--- config.mk ---
export PLATFORM = sky130hd
export DESIGN_NAME = qcl_div_flat
export DESIGN_NICKNAME = d
export VERILOG_FILES = /design/src/rtl/qcl_div_pkg.sv /design/src/rtl/qcl_div_if.sv /design/src/rtl/qcl_div_abs.sv /design/src/rtl/qcl_div.sv /design/src/flat_wrapper.sv
export SDC_FILE = /design/constraint.sdc
export NUM_CORES = 1
export LEC_CHECK = 0
export CAP_MARGIN = 20
export CORE_AREA = 2 2 186 188
export DETAILED_ROUTE_END_ITERATION = 10
export DIE_AREA = 0 0 188 190
export PLACE_DENSITY = 0.66
export SYNTH_ARGS = -nofsm -noshare
export SYNTH_HDL_FRONTEND = slang
export SYNTH_SLANG_ARGS = --single-unit
--- constraint.sdc ---
create_clock -name clk_i -period 14.15 [get_ports clk_i]
set_clock_uncertainty 0.1 [all_clocks]
set_input_delay 2.83 -clock clk_i [delete_from_list [all_inputs] [get_ports clk_i]]
set_output_delay 2.83 -clock clk_i [all_outputs]
set_load 0.02 [all_outputs]
--- src/rtl/qcl_div_pkg.sv ---
// Shared types and helpers for the qcl_div radix-2 restoring divider.
// Latency: n/a (package only).
// Backpressure: n/a (package only).
package qcl_div_pkg;

   // Controller states: accept a request, iterate one quotient bit per
   // cycle, then hold the result until the consumer takes it.
   typedef enum logic [1:0] {
      IDLE = 2'd0,
      CALC = 2'd1,
      DONE = 2'd2
   } state_e;

   // Width of the step counter. It must hold width_p-1, and it is never
   // narrower than one bit.
   function automatic int cnt_width(input int width);
      return (width < 2) ? 1 : $clog2(width);
   endfunction

endpackage

--- src/rtl/qcl_div_if.sv ---
// Request/response bundle of the divider: valid/ready in, valid/yumi out.
// Latency: n/a (wiring only).
// Backpressure: consumer stalls results by withholding yumi_i.
interface qcl_div_if #(
   parameter int width_p = 32
);
   logic               v_i;
   logic               ready_o;
   logic               signed_i;
   logic [width_p-1:0] dividend_i;
   logic [width_p-1:0] divisor_i;
   logic               v_o;
   logic               yumi_i;
   logic [width_p-1:0] quotient_o;
   logic [width_p-1:0] remainder_o;
   logic               div_by_zero_o;

   // Requester / consumer side.
   modport master (
      output v_i, signed_i, dividend_i, divisor_i, yumi_i,
      input  ready_o, v_o, quotient_o, remainder_o, div_by_zero_o
   );

   // Divider side.
   modport slave (
      input  v_i, signed_i, dividend_i, divisor_i, yumi_i,
      output ready_o, v_o, quotient_o, remainder_o, div_by_zero_o
   );
endinterface

--- src/rtl/qcl_div_abs.sv ---
// Conditional two's-complement negate: data_o = neg_i ? -data_i : data_i.
// Latency: combinational, zero cycles.
// Backpressure: none, pure function of its inputs.
module qcl_div_abs #(
   parameter int width_p = 32
) (
   input  logic               neg_i,
   input  logic [width_p-1:0] data_i,
   output logic [width_p-1:0] data_o
);

   logic [width_p-1:0] w_neg;

   // Negating -2^(width_p-1) wraps to itself; read unsigned it is the
   // correct magnitude 2^(width_p-1), so no extra bit is required.
   assign w_neg  = ~data_i + width_p'(1);
   assign data_o = neg_i ? w_neg : data_i;

endmodule

--- src/rtl/qcl_div.sv ---
// Iterative radix-2 restoring divider: q = a/b, r = a%b, signed or unsigned.
// Latency: exactly width_p cycles from accept edge to v_o; II >= width_p+2.
// Backpressure: ready_o only in IDLE; result held in DONE until yumi_i.
module qcl_div
   import qcl_div_pkg::*;
#(
   parameter int width_p = 32
) (
   input  logic     clk_i,
   input  logic     reset_n_i,
   qcl_div_if.slave bus
);

   localparam int CNT_W = cnt_width(width_p);

   // Controller state.
   state_e             r_state;
   state_e             w_state_nxt;
   logic               w_ready;
   logic               w_valid;

   // Iteration registers: r_quo starts as |a| and is shifted out MSB first
   // while quotient bits are shifted in at the LSB.
   logic [CNT_W-1:0]   r_cnt;
   logic [width_p-1:0] r_rem;
   logic [width_p-1:0] r_quo;
   logic [width_p-1:0] r_dvsr;
   logic [width_p-1:0] r_dvnd_raw;
   logic               r_sign_q;
   logic               r_sign_r;
   logic               r_signed;
   logic               r_zero;

   // Result registers, stable for as long as the result is presented.
   logic [width_p-1:0] r_quotient;
   logic [width_p-1:0] r_remainder;
   logic               r_dbz;

   // Operand magnitudes at accept.
   logic               w_sa;
   logic               w_sb;
   logic [width_p-1:0] w_abs_a;
   logic [width_p-1:0] w_abs_b;

   // One restoring step.
   logic [width_p:0]   w_shift;
   logic [width_p:0]   w_trial;
   logic               w_qbit;
   logic [width_p-1:0] w_rem_nxt;
   logic [width_p-1:0] w_quo_nxt;

   // Sign-corrected results of the final step.
   logic [width_p-1:0] w_q_fix;
   logic [width_p-1:0] w_r_fix;

   assign w_sa = bus.signed_i & bus.dividend_i[width_p-1];
   assign w_sb = bus.signed_i & bus.divisor_i[width_p-1];

   qcl_div_abs #(.width_p(width_p)) u_abs_a (
      .neg_i  (w_sa),
      .data_i (bus.dividend_i),
      .data_o (w_abs_a)
   );

   qcl_div_abs #(.width_p(width_p)) u_abs_b (
      .neg_i  (w_sb),
      .data_i (bus.divisor_i),
      .data_o (w_abs_b)
   );

   // Partial remainder is always below the divisor, so the shifted value is
   // below 2*divisor and the trial difference fits width_p+1 bits; its MSB
   // is the borrow that says whether the divisor fitted.
   assign w_shift   = {r_rem, r_quo[width_p-1]};
   assign w_trial   = w_shift - {1'b0, r_dvsr};
   assign w_qbit    = ~w_trial[width_p];
   assign w_rem_nxt = w_qbit ? w_trial[width_p-1:0] : w_shift[width_p-1:0];
   assign w_quo_nxt = {r_quo[width_p-2:0], w_qbit};

   // Quotient negative when operand signs differ; remainder follows the
   // dividend (truncating division). Both only in signed mode.
   qcl_div_abs #(.width_p(width_p)) u_fix_q (
      .neg_i  (r_signed & r_sign_q),
      .data_i (w_quo_nxt),
      .data_o (w_q_fix)
   );

   qcl_div_abs #(.width_p(width_p)) u_fix_r (
      .neg_i  (r_signed & r_sign_r),
      .data_i (w_rem_nxt),
      .data_o (w_r_fix)
   );

   // State register; reset aborts any in-flight division immediately.
   always_ff @(posedge clk_i or negedge reset_n_i) begin
      if (!reset_n_i) begin
         r_state <= IDLE;
      end else begin
         r_state <= w_state_nxt;
      end
   end

   // Next-state and handshake outputs.
   always_comb begin
      w_state_nxt = r_state;
      w_ready     = 1'b0;
      w_valid     = 1'b0;
      case (r_state)
         IDLE: begin
            w_ready = 1'b1;
            if (bus.v_i) begin
               w_state_nxt = CALC;
            end
         end
         CALC: begin
            if (r_cnt == '0) begin
               w_state_nxt = DONE;
            end
         end
         DONE: begin
            w_valid = 1'b1;
            if (bus.yumi_i) begin
               w_state_nxt = IDLE;
            end
         end
         default: begin
            w_state_nxt = IDLE;
         end
      endcase
   end

   // Datapath: capture at accept, iterate in CALC, publish on the last step.
   always_ff @(posedge clk_i or negedge reset_n_i) begin
      if (!reset_n_i) begin
         r_cnt       <= '0;
         r_rem       <= '0;
         r_quo       <= '0;
         r_dvsr      <= '0;
         r_dvnd_raw  <= '0;
         r_sign_q    <= 1'b0;
         r_sign_r    <= 1'b0;
         r_signed    <= 1'b0;
         r_zero      <= 1'b0;
         r_quotient  <= '0;
         r_remainder <= '0;
         r_dbz       <= 1'b0;
      end else begin
         case (r_state)
            IDLE: begin
               if (bus.v_i) begin
                  r_cnt      <= CNT_W'(width_p - 1);
                  r_rem      <= '0;
                  r_quo      <= w_abs_a;
                  r_dvsr     <= w_abs_b;
                  r_dvnd_raw <= bus.dividend_i;
                  r_sign_q   <= bus.dividend_i[width_p-1] ^ bus.divisor_i[width_p-1];
                  r_sign_r   <= bus.dividend_i[width_p-1];
                  r_signed   <= bus.signed_i;
                  r_zero     <= (bus.divisor_i == '0);
               end
            end
            CALC: begin
               r_rem <= w_rem_nxt;
               r_quo <= w_quo_nxt;
               if (r_cnt != '0) begin
                  r_cnt <= r_cnt - CNT_W'(1);
               end else if (r_zero) begin
                  // Divide by zero: all-ones quotient, untouched dividend.
                  r_quotient  <= '1;
                  r_remainder <= r_dvnd_raw;
                  r_dbz       <= 1'b1;
               end else begin
                  // Signed overflow (-2^(w-1) / -1) falls out of the
                  // magnitude path as q = 2^(w-1), r = 0 with no fixup.
                  r_quotient  <= w_q_fix;
                  r_remainder <= w_r_fix;
                  r_dbz       <= 1'b0;
               end
            end
            default: begin
               // DONE: hold everything until the consumer takes the result.
            end
         endcase
      end
   end

   assign bus.ready_o       = w_ready;
   assign bus.v_o           = w_valid;
   assign bus.quotient_o    = r_quotient;
   assign bus.remainder_o   = r_remainder;
   assign bus.div_by_zero_o = r_dbz;

endmodule

--- src/flat_wrapper.sv ---
// flat-port wrapper written by rule: the top's interface ports become plain ports
module qcl_div_flat import qcl_div_pkg::*;
#(
   parameter int width_p = 32
)
  (clk_i, reset_n_i, bus_v_i, bus_signed_i, bus_dividend_i, bus_divisor_i, bus_yumi_i, bus_ready_o, bus_v_o, bus_quotient_o, bus_remainder_o, bus_div_by_zero_o);
  qcl_div_if #(.width_p(width_p)) bus_i ();
  input  logic clk_i;
  input  logic reset_n_i;
  input wire logic [$bits(bus_i.v_i)-1:0] bus_v_i;
  input wire logic [$bits(bus_i.signed_i)-1:0] bus_signed_i;
  input wire logic [$bits(bus_i.dividend_i)-1:0] bus_dividend_i;
  input wire logic [$bits(bus_i.divisor_i)-1:0] bus_divisor_i;
  input wire logic [$bits(bus_i.yumi_i)-1:0] bus_yumi_i;
  output wire logic [$bits(bus_i.ready_o)-1:0] bus_ready_o;
  output wire logic [$bits(bus_i.v_o)-1:0] bus_v_o;
  output wire logic [$bits(bus_i.quotient_o)-1:0] bus_quotient_o;
  output wire logic [$bits(bus_i.remainder_o)-1:0] bus_remainder_o;
  output wire logic [$bits(bus_i.div_by_zero_o)-1:0] bus_div_by_zero_o;
  assign bus_i.v_i = bus_v_i;
  assign bus_i.signed_i = bus_signed_i;
  assign bus_i.dividend_i = bus_dividend_i;
  assign bus_i.divisor_i = bus_divisor_i;
  assign bus_i.yumi_i = bus_yumi_i;
  assign bus_ready_o = bus_i.ready_o;
  assign bus_v_o = bus_i.v_o;
  assign bus_quotient_o = bus_i.quotient_o;
  assign bus_remainder_o = bus_i.remainder_o;
  assign bus_div_by_zero_o = bus_i.div_by_zero_o;
  qcl_div #(.width_p(width_p)) u_core (.clk_i(clk_i), .reset_n_i(reset_n_i), .bus(bus_i));
endmodule
==> After elaboration in Yosys (flattened, before gate mapping) <==
Index checks and enable logic that the tools add are counted.
{ "totals": {"output_inout_bits": 67, "elab_cells": 67, "ff_bits": 204, "in_bits": 69} }
{ "classes": {"muxes": 21, "n_reduce_logical": 10, "n_eq_ne": 6, "n_addsub": 6, "n_bitwise": 11} }
{ "ops": {"columns": ["operator", "n"], "rows": [
  ["32-bit 2-to-1 mux", 9],
  ["32-bit by 1-bit adder with 32-bit output, second input constant", 4],
  ["32-bit NOT", 4],
  ["32-bit case mux with 2 select lines", 2],
  ["33-bit by 32-bit subtractor with 33-bit output", 1],
  ["32-bit zero test", 1],
  ["5-bit 2-to-1 mux", 2],
  ["5-bit case mux with 2 select lines", 1],
  ["2-bit 2-to-1 mux", 3],
  ["2-bit case mux with 3 select lines", 1],
  ["2-bit AND reduction", 3],
  ["3-bit AND reduction", 2],
  ["5-bit zero test", 1],
  ["5-bit nonzero test", 1],
  ["5-bit by 1-bit subtractor with 5-bit output, second input constant", 1],
  ["1-bit bitwise AND", 4],
  ["2-bit by 1-bit != test with 1-bit output, second input constant", 2],
  ["2-bit != test, second input constant", 2],
  ["1-bit 2-to-1 mux", 3],
  ["2-bit by 1-bit == test with 1-bit output, second input constant", 1],
  ["2-bit == test, second input constant", 1],
  ["2-bit zero test", 1],
  ["1-bit NOT", 2],
  ["2-bit nonzero test", 1],
  ["1-bit bitwise XOR", 1]
]} }

==> Longest topological paths before layout <==
Gate-level depths: netlist (run 1).
{ "depth": {"ltp_word": 6, "ltp_mapped": 26, "mapped_depth_nobuf": 23} }

==> Modules after synthesis <==
From an unflattened synthesis (run 1), not the netlist that was laid out.
{ "hier_totals": {"cells_unflattened": 1502, "hier_area_um2": 13591.8} }
{ "modules_own_cells": {"columns": ["module", "seq_area_each_um2", "area_per_inst_um2", "n_inst", "cells_per_inst"], "rows": [
  ["qcl_div", 5079.9, 10483.8, 1, 1106],
  ["qcl_div_abs", 0.0, 777.0, 4, 99]
]} }

==> Worst setup path before layout (run 1) <==
No wires, ideal clock.
{ "synth_timing": {"path_kind": "in2reg", "start": "input bus_divisor_i[4]", "end": "register u_core.r_dvsr[30]", "slack_ns": 8.917, "setup_ns": 0.133, "required_ns": 13.917, "n_path_buf": 0, "stages": 9, "arrival_ns": 5.000, "cell_sequence": "or3_1 nor2_1 nand2_1 or4_1 nor3_1 nand2_1 o41ai_1 xor2_1 o21ai_0"} }
{ "synth_via": {"elab_chain_len": 3} }
{ "synth_lines": {"columns": ["element", "line_no", "rtl"], "rows": [
  ["from (decl)", "flat_wrapper.sv:13", "input wire logic [$bits(bus_i.divisor_i)-1:0] bus_divisor_i;"],
  ["32-bit NOT", "qcl_div_abs.sv:16", "assign w_neg = ~data_i + width_p'(1);"],
  ["32-bit by 1-bit adder with 32-bit output", "qcl_div_abs.sv:16", null],
  ["32-bit 2-to-1 mux", "qcl_div_abs.sv:17", "assign data_o = neg_i ? w_neg : data_i;"],
  ["to (signal assigned)", "qcl_div.sv:154", "r_dvsr <= w_abs_b;"],
  ["to (decl)", "qcl_div.sv:27", "logic [width_p-1:0] r_dvsr;"]
]} }
Every way passes these cells.
A chain may end at the register's enable or synchronous reset.

==> Worst setup path after layout (run 1) <==
{ "layout_timing": {"start": "register u_core.r_quo[31]", "end": "register u_core.r_remainder[28], in the netlist u_core.bus.remainder_o[28]"} }
{ "layout_via": {"elab_chain_len": 6} }
{ "layout_lines": {"columns": ["element", "line_no", "rtl"], "rows": [
  ["from (decl)", "qcl_div.sv:26", "logic [width_p-1:0] r_quo;"],
  ["from (signal assigned)", "qcl_div.sv:153", "r_quo <= w_abs_a;"],
  ["from (signal assigned)", "qcl_div.sv:164", "r_quo <= w_quo_nxt;"],
  ["33-bit by 32-bit subtractor with 33-bit output", "qcl_div.sv:75", "assign w_trial = w_shift - {1'b0, r_dvsr};"],
  ["32-bit 2-to-1 mux (*)", "qcl_div.sv:77", "assign w_rem_nxt = w_qbit ? w_trial[width_p-1:0] : w_shift[width_p-1:0];"],
  ["32-bit NOT", "qcl_div_abs.sv:16", null],
  ["32-bit by 1-bit adder with 32-bit output", "qcl_div_abs.sv:16", null],
  ["32-bit 2-to-1 mux (*)", "qcl_div_abs.sv:17", null],
  ["32-bit 2-to-1 mux (*)", "qcl_div.sv:167", "end else if (r_zero) begin"],
  ["to (signal assigned)", "qcl_div.sv:170", "r_remainder <= r_dvnd_raw;"],
  ["to (signal assigned)", "qcl_div.sv:176", "r_remainder <= w_r_fix;"],
  ["to (decl)", "qcl_div.sv:36", "logic [width_p-1:0] r_remainder;"]
]} }
Mark *: on every way between the ends. The rest lies on a longest branch, timed or not.

==> metrics.md, run 1 <==
| Metric | Value |
|---|---|
| RSZ-0062 raised after global routing | false |
| Cell area after synthesis | 13,300 um2 |
| Post-route cell area | 15,800 um2 |
| M1 WL | 17,800 um |
| Clock root buffer | clkbuf_16 |
| Post_cts resized | 0 |
| Fmax | 162 MHz |
| Area Overhead vs Synth | 18.5% |
| Die Span Y | 190 um |
| Setup-failing EPs final | 0 |
| Worst EP required | 14.48 ns |
| GRT Util Overall | 0.218 |
| CORE AREA | 33,900 um2 |
| CTS tree | built |
| Fin crit period | 6.17 ns |
| First-pass GRT wire length | 63,500 um |
| Share of layout cells above drive strength 1 | 0.0570 |
| Endpoint type of the worst setup path | register |
| RD Place Congestion | 0.865 |
| RR Startpoint | u_core.r_quo[31] |
| Antenna Cells | 0 |
| # H-tree levels | 1 |
| Met2 Routed Length | 18,100 um |
| Postcts setup bufs | 0 |
| Port bufs | 135 |
| Slew @ Worst Pin | 1.01 ns |
| Max-slew violation count | 0 |
| Hold Crit Class | reg -> reg |
| # hold bufs at CTS | 0 |
| Number of flops mapped to enable cells by yosys | 0 |
| Post-synthesis area per instance | 8.41 um2 |
| Post-route ant nets | 0 |
| Reg clk slew, reported paths | 0.06 ns |
| Synth unique cells | 85 |
| FF-to-FF End | u_core.bus.remainder_o[28] |
| Drt total wl | 39,200 um |
| Initial DRC count | 998 |
| DP HPWL | 28,400 um |
| # clock sinks | 203 |
| Commonest non-fill, non-tap cell in the layout | nand2_1 |
| Period utilization | 0.436 |
| Critical path class | reg -> reg |
| DR WL met3 | 2100 um |
| Worst-skew pair later-pin latency | 0.56 ns |
| DRT Pass-1 Iters | 5 |
| Dpl cell area | 15,000 um2 |
| Max incr delay on CP | 0.64 ns |
| Slack of the worst reg-to-reg path | 7.98 ns |
| Hold depth | 2 |
| WHS | 0.374 ns |
| Die Area | 35,700 um2 |
| Uppermost routed layer | met4 |
| CTS Buf Count | 25 |
| DIE WIDTH | 188 um |
| Setup tns final | 0 ns |
| Worst Hold End | u_core.r_dvnd_raw[23] |
| Worst reg2reg path depth | 23 |
| DR vias/cell | 5.59 |
| Main synth FF type | dfrtp_1 |
| Status | finished, final reports clean |
| Largest net degree at the start of global routing | 105 |
| # rows | 68 |
| Slew margin rel. | 0.324 |
| Global route overflow | 0 |
| Yosys warns | 0 |
| Post-synthesis sequential area ratio | 0.381 |
| Initial antenna violation count | 0 |
| Critical path, cell by cell | inv_1 -> ha_1 -> inv_1 -> fa_1 -> a211oi_2 -> o31ai_4 -> o211ai_2 -> a211o_1 -> a21boi_2 -> nor2_4 -> inv_4 -> nor2_1 -> a21oi_1 -> ha_1 -> nand2_1 -> or3_1 -> nor3_1 -> or4_1 -> o221a_2 -> nand4_2 -> o31ai_1 -> xor2_1 -> a221o_1 |
| Routed len/inst | 18.3 um |
| CTS Buffer Depth | 3 |
| Hold Crit Start | u_core.r_dvnd_raw[23] |
| Most frequent cells in the layout | nand2_1, dfrtp_1, o21ai_0, clkdlybuf4s50_1, nor2_1 |
| Register bit total from synthesis | 203 |
| Fraction of registers with async set/reset | 1.00 |
| Syn Inst Count | 1,585 |
| CP max FO | 28 |
| Post-synthesis net count | 1,693 |
| Crit path max-delay cell type | a21boi_2 |
| Startpoint types | register |
| Vias post-DR | 12,000 |
| Final hold vios | 0 |
| CP Data Arrival Time | 6.50 ns |
| Vias in the first global route | 11,700 |
| Starting Density | 0.392 |
| Layout net count | 1,775 |
| IO Pins | 136 |
| Max Cap Violations | 0 |
| Detailed-route DRC error count | 0 |
## cells by family after synthesis
logic type               count (synthesis)  share of synthesized area
AND/OR/NAND/NOR                        543                      0.188
AO/OA/AOI/OAI                          463                      0.224
flip-flops                             203                      0.381
buffers and inverters                  158                     0.0472
XOR/XNOR                               147                     0.0966
adder cells (fa/ha/maj)                 39                     0.0372
multiplexers                            32                     0.0256
## layer usage
layer / track usage / vias to the layer above
li1: - / 5783
met1: 0.297 / 5748
met2: 0.359 / 362
met3: 0.0290 / 66
met4: 0.0733 / 0
met5: 0 / -
## critical path, delay by kind of cell (launching register included)
kind	cells	cell delay, ns
buf+inv	3	0.46
compound gates	9	3.07
fa+ha+maj	3	0.68
xor+xnor	1	0.12
flops	1	0.44
simple gates	7	1.17
## state kept, by name (all words and copies together), names as in the netlist
register                  flops
u_core.r_sign_r               1
u_core.bus.remainder_o       32
u_core.r_quo                 32
u_core.r_zero                 1
u_core.r_dvsr                32
u_core.r_sign_q               1
u_core.bus.div_by_zero_o      1
u_core.r_dvnd_raw            31
u_core.r_signed               1
u_core.r_rem                 32
u_core.r_state                2
u_core.bus.quotient_o        32
u_core.r_cnt                  5
## final cells by class
class | instances | area [um2]
Clock buffer | 35 | 723
Tap cell | 455 | 569
Sequential cell | 203 | 5080
Multi-Input combinational cell | 1224 | 7640
Clock inverter | 8 | 68.8
Timing Repair Buffer | 149 | 1460
Fill cell | 3284 | 18200
Inverter | 64 | 243
## worst max path at each step
stage                                 end  slack, ns             start
2_1_floorplan           u_core.r_dvsr[30]       8.92  bus_divisor_i[4]
3_3_place_gp            u_core.r_dvsr[30]       7.98  bus_divisor_i[2]
3_5_place_dp            u_core.r_dvsr[30]       7.93  bus_divisor_i[2]
4_1_cts        u_core.bus.remainder_o[28]       8.09  u_core.r_quo[31]
5_1_grt        u_core.bus.remainder_o[28]       7.58  u_core.r_quo[31]
6_report       u_core.bus.remainder_o[28]       7.98  u_core.r_quo[31]
## cells in the mapped netlist, types with 4 or more instances
master,count,area [um2]
nand2_1,229,860
dfrtp_1,203,5080
o21ai_0,168,841
nor2_1,119,447
a21oi_1,112,561
xnor2_1,76,666
clkbuf_1,73,274
xor2_1,71,622
inv_1,62,233
nand3_1,51,255
ha_1,38,475
a22oi_1,32,240
nor3_1,30,150
mux2i_1,28,280
a31oi_1,18,113
nor4_1,18,113
o31ai_1,18,135
or4_1,18,135
buf_2,13,65.1
o21a_1,13,97.6
and2_1,12,75.1
nand2b_1,12,75.1
or3_1,12,75.1
o41ai_1,11,96.3
nand4_1,10,62.6
a211oi_1,9,67.6
and3_1,8,50.1
o21ai_1,8,40.0
a21o_1,7,52.6
a221o_1,6,60.1
a21boi_0,5,37.5
and4_1,5,43.8
nor2b_1,5,31.3
buf_1,4,15.0
## through the flow
stage | std cells | util | worst slack (ns)
2_1_floorplan | 1585 | - | 8.92
3_3_place_gp | 2095 | 0.442 | 7.98
3_5_place_dp | 2095 | 0.442 | 7.93
4_1_cts | 2138 | 0.465 | 8.09
5_1_grt | 2138 | 0.465 | 7.58
6_report | 2138 | 0.465 | 7.98
Power of run 1 is not shown: default switching activity piles up to over one toggle a cycle in this logic, so the estimate is an artifact.
==> inputs of run 2 (changes only) <==
- clock period: 14.15 -> 6.05 ns (I/O delays scaled with it)
==> metrics.md, run 2 (synthesis gave the netlist of run 1 again) <==
| Metric | Value |
|---|---|
| Routed len/inst | 18.9 um (was 18.3 um) |
| Fin crit period | 5.57 ns (was 6.17 ns) |
| Reg clk slew, reported paths | 0.06 ns (about the same) |
| Critical path class | reg -> reg (unchanged) |
| CP max FO | 13 (was 28) |
| Worst EP required | 6.36 ns (was 14.48 ns) |
| RD Place Congestion | 0.919 (was 0.865) |
| Post-route ant nets | 0 (unchanged) |
| # rows | 68 (unchanged) |
| Vias post-DR | 12,000 (about the same) |
| Cell family with most CP delay | compound AO/OA/AOI/OAI gates (unchanged) |
| # H-tree levels | 1 (unchanged) |
| Dpl ws | 0.447 ns (was 7.93 ns) |
| Commonest non-fill, non-tap cell in the layout | nand2_1 (unchanged) |
| CTS Buffer Depth | 3 (unchanged) |
| Die Span Y | 190 um (unchanged) |
| Worst reg2reg path depth | 23 (unchanged) |
| Origin of the worst setup path | u_core.r_quo[31] (unchanged) |
| IO Pins | 136 (unchanged) |
| GRT Util Overall | 0.224 (was 0.218) |
| Setup-failing EPs final | 0 (unchanged) |
| FF-to-FF End | u_core.bus.remainder_o[28] (unchanged) |
| Max Cap Violations | 0 (unchanged) |
| Slew margin rel. | 0.367 (was 0.324) |
| Period utilization | 0.921 (was 0.436) |
| Max incr delay on CP | 0.43 ns (was 0.64 ns) |
| Status | finished, final reports clean (unchanged) |
| Critical path, cell by cell | inv_1 -> ha_1 -> inv_1 -> fa_1 -> a211oi_2 -> o31ai_4 -> o211ai_2 -> a211o_1 -> a21boi_4 -> nor2_4 -> inv_4 -> nor2_1 -> a21oi_1 -> ha_1 -> nand2_1 -> or3_1 -> nor3_1 -> or4_1 -> o221a_2 -> nand4_2 -> o31ai_1 -> xor2_1 -> a221o_1 (was inv_1 -> ha_1 -> inv_1 -> fa_1 -> a211oi_2 -> o31ai_4 -> o211ai_2 -> a211o_1 -> a21boi_2 -> nor2_4 -> inv_4 -> nor2_1 -> a21oi_1 -> ha_1 -> nand2_1 -> or3_1 -> nor3_1 -> or4_1 -> o221a_2 -> nand4_2 -> o31ai_1 -> xor2_1 -> a221o_1) |
| Port bufs | 135 (unchanged) |
| FILL cells | 3,286 (was 3,284) |
| RSZ-0062 raised after global routing | false (unchanged) |
| Setup tns final | 0 ns (unchanged) |
| Fmax | 179 MHz (was 162 MHz) |
| # clock sinks | 203 (unchanged) |
| Initial antenna violation count | 0 (unchanged) |
| Die Area | 35,700 um2 (unchanged) |
| Layout net count | 1,777 (was 1,775) |
| Worst-skew pair later-pin latency | 0.53 ns (was 0.56 ns) |
| Share of layout cells above drive strength 1 | 0.0581 (was 0.0570) |
| Final hold vios | 0 (unchanged) |
| Postcts setup bufs | 0 (unchanged) |
| DP HPWL | 29,800 um (was 28,400 um) |
| Crit path max-delay cell type | dfrtp_1 (was a21boi_2) |
| RR Startpoint | u_core.r_quo[31] (unchanged) |
| Initial DRC count | 904 (was 998) |
| Area Overhead vs Synth | 19.0% (was 18.5%) |
| DIE WIDTH | 188 um (unchanged) |
| Startpoint types | register (unchanged) |
| Drt total wl | 40,400 um (was 39,200 um) |
| Largest net degree at the start of global routing | 119 (was 105) |
| CTS tree | built (unchanged) |
| DR vias/cell | 5.59 (about the same) |
| DRT Pass-1 Iters | 6 (was 5) |
| CP Data Arrival Time | 5.89 ns (was 6.50 ns) |
| Most frequent cells in the layout | nand2_1, dfrtp_1, o21ai_0, clkdlybuf4s50_1, nor2_1 (unchanged) |
| CTS Buf Count | 24 (was 25) |
| Starting Density | 0.392 (unchanged) |
| Detailed-route DRC error count | 0 (unchanged) |
| First-pass GRT wire length | 64,200 um (was 63,500 um) |
| Slew @ Worst Pin | 0.940 ns (was 1.01 ns) |
| Levels on crit path | 23 (unchanged) |
| Slack of the worst reg-to-reg path | 0.48 ns (was 7.98 ns) |
| CP bufs+invs | 3 (unchanged) |
| Antenna Cells | 0 (unchanged) |
| Vias in the first global route | 11,600 (was 11,700) |
| Final WS setup | 0.476 ns (was 7.98 ns) |
| Critical path endpoint | u_core.bus.remainder_o[28] (unchanged) |
| CORE AREA | 33,900 um2 (unchanged) |
| Clock root buffer | clkbuf_16 (unchanged) |
| Max-slew violation count | 0 (unchanged) |
| Hold Crit Class | reg -> reg (unchanged) |
| Global route overflow | 0 (unchanged) |
| Endpoint type of the worst setup path | register (unchanged) |
-- run 2: changes by cell type in the layout (fill, tap and decap cells not counted), moves of 2 or more --
cell and change:
clkinvlp_4 -3, clkinv_2 +2, clkbuf_8 -2, bufinv_16 +3
buf_4 +2
-- run 2: how the worst min path moves through the flow --
| stage | slack (ns) | to | cells past startpoint | startpoint |
|---|---|---|---|---|
| 3_5_place_dp | 0.35 | u_core.r_dvnd_raw[30] | 2 | u_core.r_dvnd_raw[30] |
| 5_1_grt | 0.40 | u_core.r_dvnd_raw[6] | 2 | u_core.r_dvnd_raw[6] |
| 4_1_cts | 0.38 | u_core.r_dvnd_raw[28] | 2 | u_core.r_dvnd_raw[28] |
| 2_1_floorplan | 0.34 | u_core.r_dvnd_raw[30] | 2 | u_core.r_dvnd_raw[30] |
| 6_report | 0.38 | u_core.r_dvnd_raw[28] | 2 | u_core.r_dvnd_raw[28] |
| 3_3_place_gp | 0.36 | u_core.r_dvnd_raw[23] | 2 | u_core.r_dvnd_raw[23] |
-- run 2: repair_timing --
action / 4_1_cts / 5_1_grt
gates resized for setup: 0 / 1
hold buffers: 0 / 0
endpoints found under the setup margin: 0 / 1
-- run 2: metrics by stage --
| step | area (um2) | hold slack (ns) | utilization | cells |
|---|---|---|---|---|
| after detailed placement | 15000 | 0.355 | 0.443 | 2098 |
| after global placement | 15000 | 0.356 | 0.443 | 2098 |
| after global routing | 15900 | 0.399 | 0.467 | 2141 |
| final | 15900 | 0.377 | 0.467 | 2141 |
| after CTS | 15800 | 0.378 | 0.467 | 2141 |
| after floorplan | 13300 | 0.337 | - | 1585 |
-- run 2: per-layer routing --
metal	track usage	part of all wire	up-vias
met1	0.311	0.46	5759
li1	-	-	5811
met2	0.363	0.46	327
met4	0.0712	0.030	0
met5	0	0	-
met3	0.0273	0.047	70
-- run 2: worst min-delay path, cell delays in order (launching register included) --
cell and delay, ns:
dfrtp_1 0.34, nand2_1 0.05, nand2_1 0.05
-- run 2: area by class of cell --
class | count | area [um2] | area share
Clock buffer | 33 | 674 | 0.0425
Clock inverter | 10 | 143 | 0.00900
Inverter | 64 | 243 | 0.0153
Multi-Input combinational cell | 1224 | 7650 | 0.482
Sequential cell | 203 | 5080 | 0.320
Tap cell | 455 | 569 | 0.0359
Timing Repair Buffer | 152 | 1500 | 0.0943
Power of run 2 is left out for the same reason.
==> inputs of run 3 (changes only) <==
- clock period: 6.05 -> 5.14 ns (I/O delays scaled with it)
==> metrics.md, run 3 (synthesis gave the netlist of run 1 again) <==
| Metric | Value |
|---|---|
| Final hold vios | 0 (unchanged) |
| Critical path, cell by cell | ha_1 -> inv_1 -> fa_1 -> a211oi_4 -> o31ai_4 -> o211ai_4 -> buf_4 -> a211o_1 -> a21boi_2 -> nor2_4 -> inv_4 -> mux2i_2 -> ha_2 -> nand2_1 -> or3_1 -> nor3_2 -> or4_1 -> o221a_2 -> nand4_2 -> o31ai_2 -> xor2_1 -> a221o_1 (was inv_1 -> ha_1 -> inv_1 -> fa_1 -> a211oi_2 -> o31ai_4 -> o211ai_2 -> a211o_1 -> a21boi_4 -> nor2_4 -> inv_4 -> nor2_1 -> a21oi_1 -> ha_1 -> nand2_1 -> or3_1 -> nor3_1 -> or4_1 -> o221a_2 -> nand4_2 -> o31ai_1 -> xor2_1 -> a221o_1) |
| Register Area | 5080 um2 (unchanged) |
| Starting Density | 0.392 (unchanged) |
| DP HPWL | 30,100 um (was 29,800 um) |
| Initial DRC count | 778 (was 904) |
| RD Place Congestion | 0.916 (was 0.919) |
| First-pass GRT wire length | 65,400 um (was 64,200 um) |
| Slew margin rel. | 0.350 (was 0.367) |
| FILL cells | 3,292 (was 3,286) |
| Die Span Y | 190 um (unchanged) |
| Hold Crit Class | reg -> reg (unchanged) |
| Crit path max-delay cell type | o31ai_4 (was dfrtp_1) |
| CP bufs+invs | 3 (unchanged) |
| Global route overflow | 0 (unchanged) |
| Setup-failing EPs final | 0 (unchanged) |
| WHS | 0.372 ns (was 0.377 ns) |
| Reg clk slew, reported paths | 0.06 ns (about the same) |
| DR vias/cell | 5.60 (was 5.59) |
| DIE WIDTH | 188 um (unchanged) |
| # rows | 68 (unchanged) |
| IO Pins | 136 (unchanged) |
| Slew @ Worst Pin | 0.975 ns (was 0.940 ns) |
| Largest net degree at the start of global routing | 108 (was 119) |
| Max-slew violation count | 0 (unchanged) |
| # hold bufs at CTS | 0 (unchanged) |
| Fmax | 206 MHz (was 179 MHz) |
| Die Area | 35,700 um2 (unchanged) |
| Max Cap Violations | 0 (unchanged) |
| DRT Pass-1 Iters | 5 (was 6) |
| # H-tree levels | 1 (unchanged) |
| CTS Buf Count | 25 (was 24) |
| Area Overhead vs Synth | 20.2% (was 19.0%) |
| Endpoint type of the worst setup path | register (unchanged) |
| Startpoint types | register (unchanged) |
| Multi-input logic area | 7680 um2 (was 7650 um2) |
| Commonest non-fill, non-tap cell in the layout | nand2_1 (unchanged) |
| RSZ-0062 raised after global routing | false (unchanged) |
| CTS tree | built (unchanged) |
| Setup tns final | 0 ns (unchanged) |
| Layout net count | 1,794 (was 1,777) |
| Antenna Cells | 0 (unchanged) |
| Fin crit period | 4.85 ns (was 5.57 ns) |
| Share of layout cells above drive strength 1 | 0.0704 (was 0.0581) |
| Cell family with most CP delay | compound AO/OA/AOI/OAI gates (unchanged) |
| Max incr delay on CP | 0.43 ns (about the same) |
| CP max FO | 7 (was 13) |
| Worst EP required | 5.48 ns (was 6.36 ns) |
| Post-route ant nets | 0 (unchanged) |
| Drt total wl | 40,800 um (was 40,400 um) |
| Period utilization | 0.944 (was 0.921) |
| Status | finished, final reports clean (unchanged) |
| Initial antenna violation count | 0 (unchanged) |
| Routed len/inst | 18.9 um (about the same) |
| CP Data Arrival Time | 5.19 ns (was 5.89 ns) |
| Critical path class | reg -> reg (unchanged) |
| Worst-skew pair later-pin latency | 0.55 ns (was 0.53 ns) |
| Most frequent cells in the layout | nand2_1, dfrtp_1, o21ai_0, clkdlybuf4s50_1, nor2_1 (unchanged) |
| Vias in the first global route | 11,600 (about the same) |
| Detailed-route DRC error count | 0 (unchanged) |
| GRT Util Overall | 0.227 (was 0.224) |
| CORE AREA | 33,900 um2 (unchanged) |
| Clock root buffer | clkbuf_16 (unchanged) |
| # clock sinks | 203 (unchanged) |
| Port bufs | 135 (unchanged) |
| CTS Buffer Depth | 3 (unchanged) |
| Vias post-DR | 12,100 (was 12,000) |
## run 3: cell count changes in the layout (fill, tap and decap cells not counted), moves of 2 or more
cell / previous run / this run
buf_4: 16 / 32
clkbuf_1: 5 / 7
clkinv_2: 4 / 6
o31ai_1: 18 / 16
o31ai_2: 0 / 2
## run 3: routing by layer
layer	track usage	part of all wire	wire (um)	vias to the layer above
li1	-	-	-	5843
met1	0.317	0.46	18900	5840
met2	0.367	0.46	18600	349
met3	0.0282	0.050	2020	66
met4	0.0739	0.028	1150	0
met5	0	0	0	-
## run 3: worst paths after layout
path                                        from                         end  slack [ns]  cells past startpoint
max                             u_core.r_dvsr[0]  u_core.bus.remainder_o[28]        0.29                     22
min                        u_core.r_dvnd_raw[22]       u_core.r_dvnd_raw[22]        0.37                      2
max reg2reg                     u_core.r_dvsr[0]  u_core.bus.remainder_o[28]        0.29                     22
min reg2reg                u_core.r_dvnd_raw[22]       u_core.r_dvnd_raw[22]        0.37                      2
max in group asynchronous              reset_n_i           u_core.r_state[0]        3.36                      2
min in group asynchronous              reset_n_i           u_core.r_dvsr[18]        0.46                      1
## run 3: through the flow
stage / setup WS [ns] / instance area, um2 / util / std cells
5_1_grt: 0.0102 / 16000 / 0.472 / 2159
4_1_cts: 0.174 / 15900 / 0.470 / 2155
3_5_place_dp: 0.186 / 15100 / 0.445 / 2110
6_report: 0.290 / 16000 / 0.472 / 2159
3_3_place_gp: 0.334 / 15100 / 0.445 / 2110
2_1_floorplan: 0.0147 / 13300 / - / 1585
## run 3: tightest hold or removal path: stages, from the launching register on
cell     delay, ns
dfrtp_1       0.34
nand2_1       0.05
nand2_1       0.05
## run 3: what timing repair did
| action | CTS | global route |
|---|---|---|
| hold endpoints to repair | 0 | 0 |
| buffers inserted | 0 | 4 |
| gates resized for setup | 0 | 8 |
| setup endpoints to repair | 0 | 8 |
## run 3: final cells by class
type                    count  share of cell area
multi-input cells        1224               0.479
clock buffers              35              0.0433
flip-flops and latches    203               0.317
inverters                  64              0.0152
repair buffers            168               0.101
clock inverters            10             0.00875
well taps                 455              0.0355
Power of run 3 is left out for the same reason.
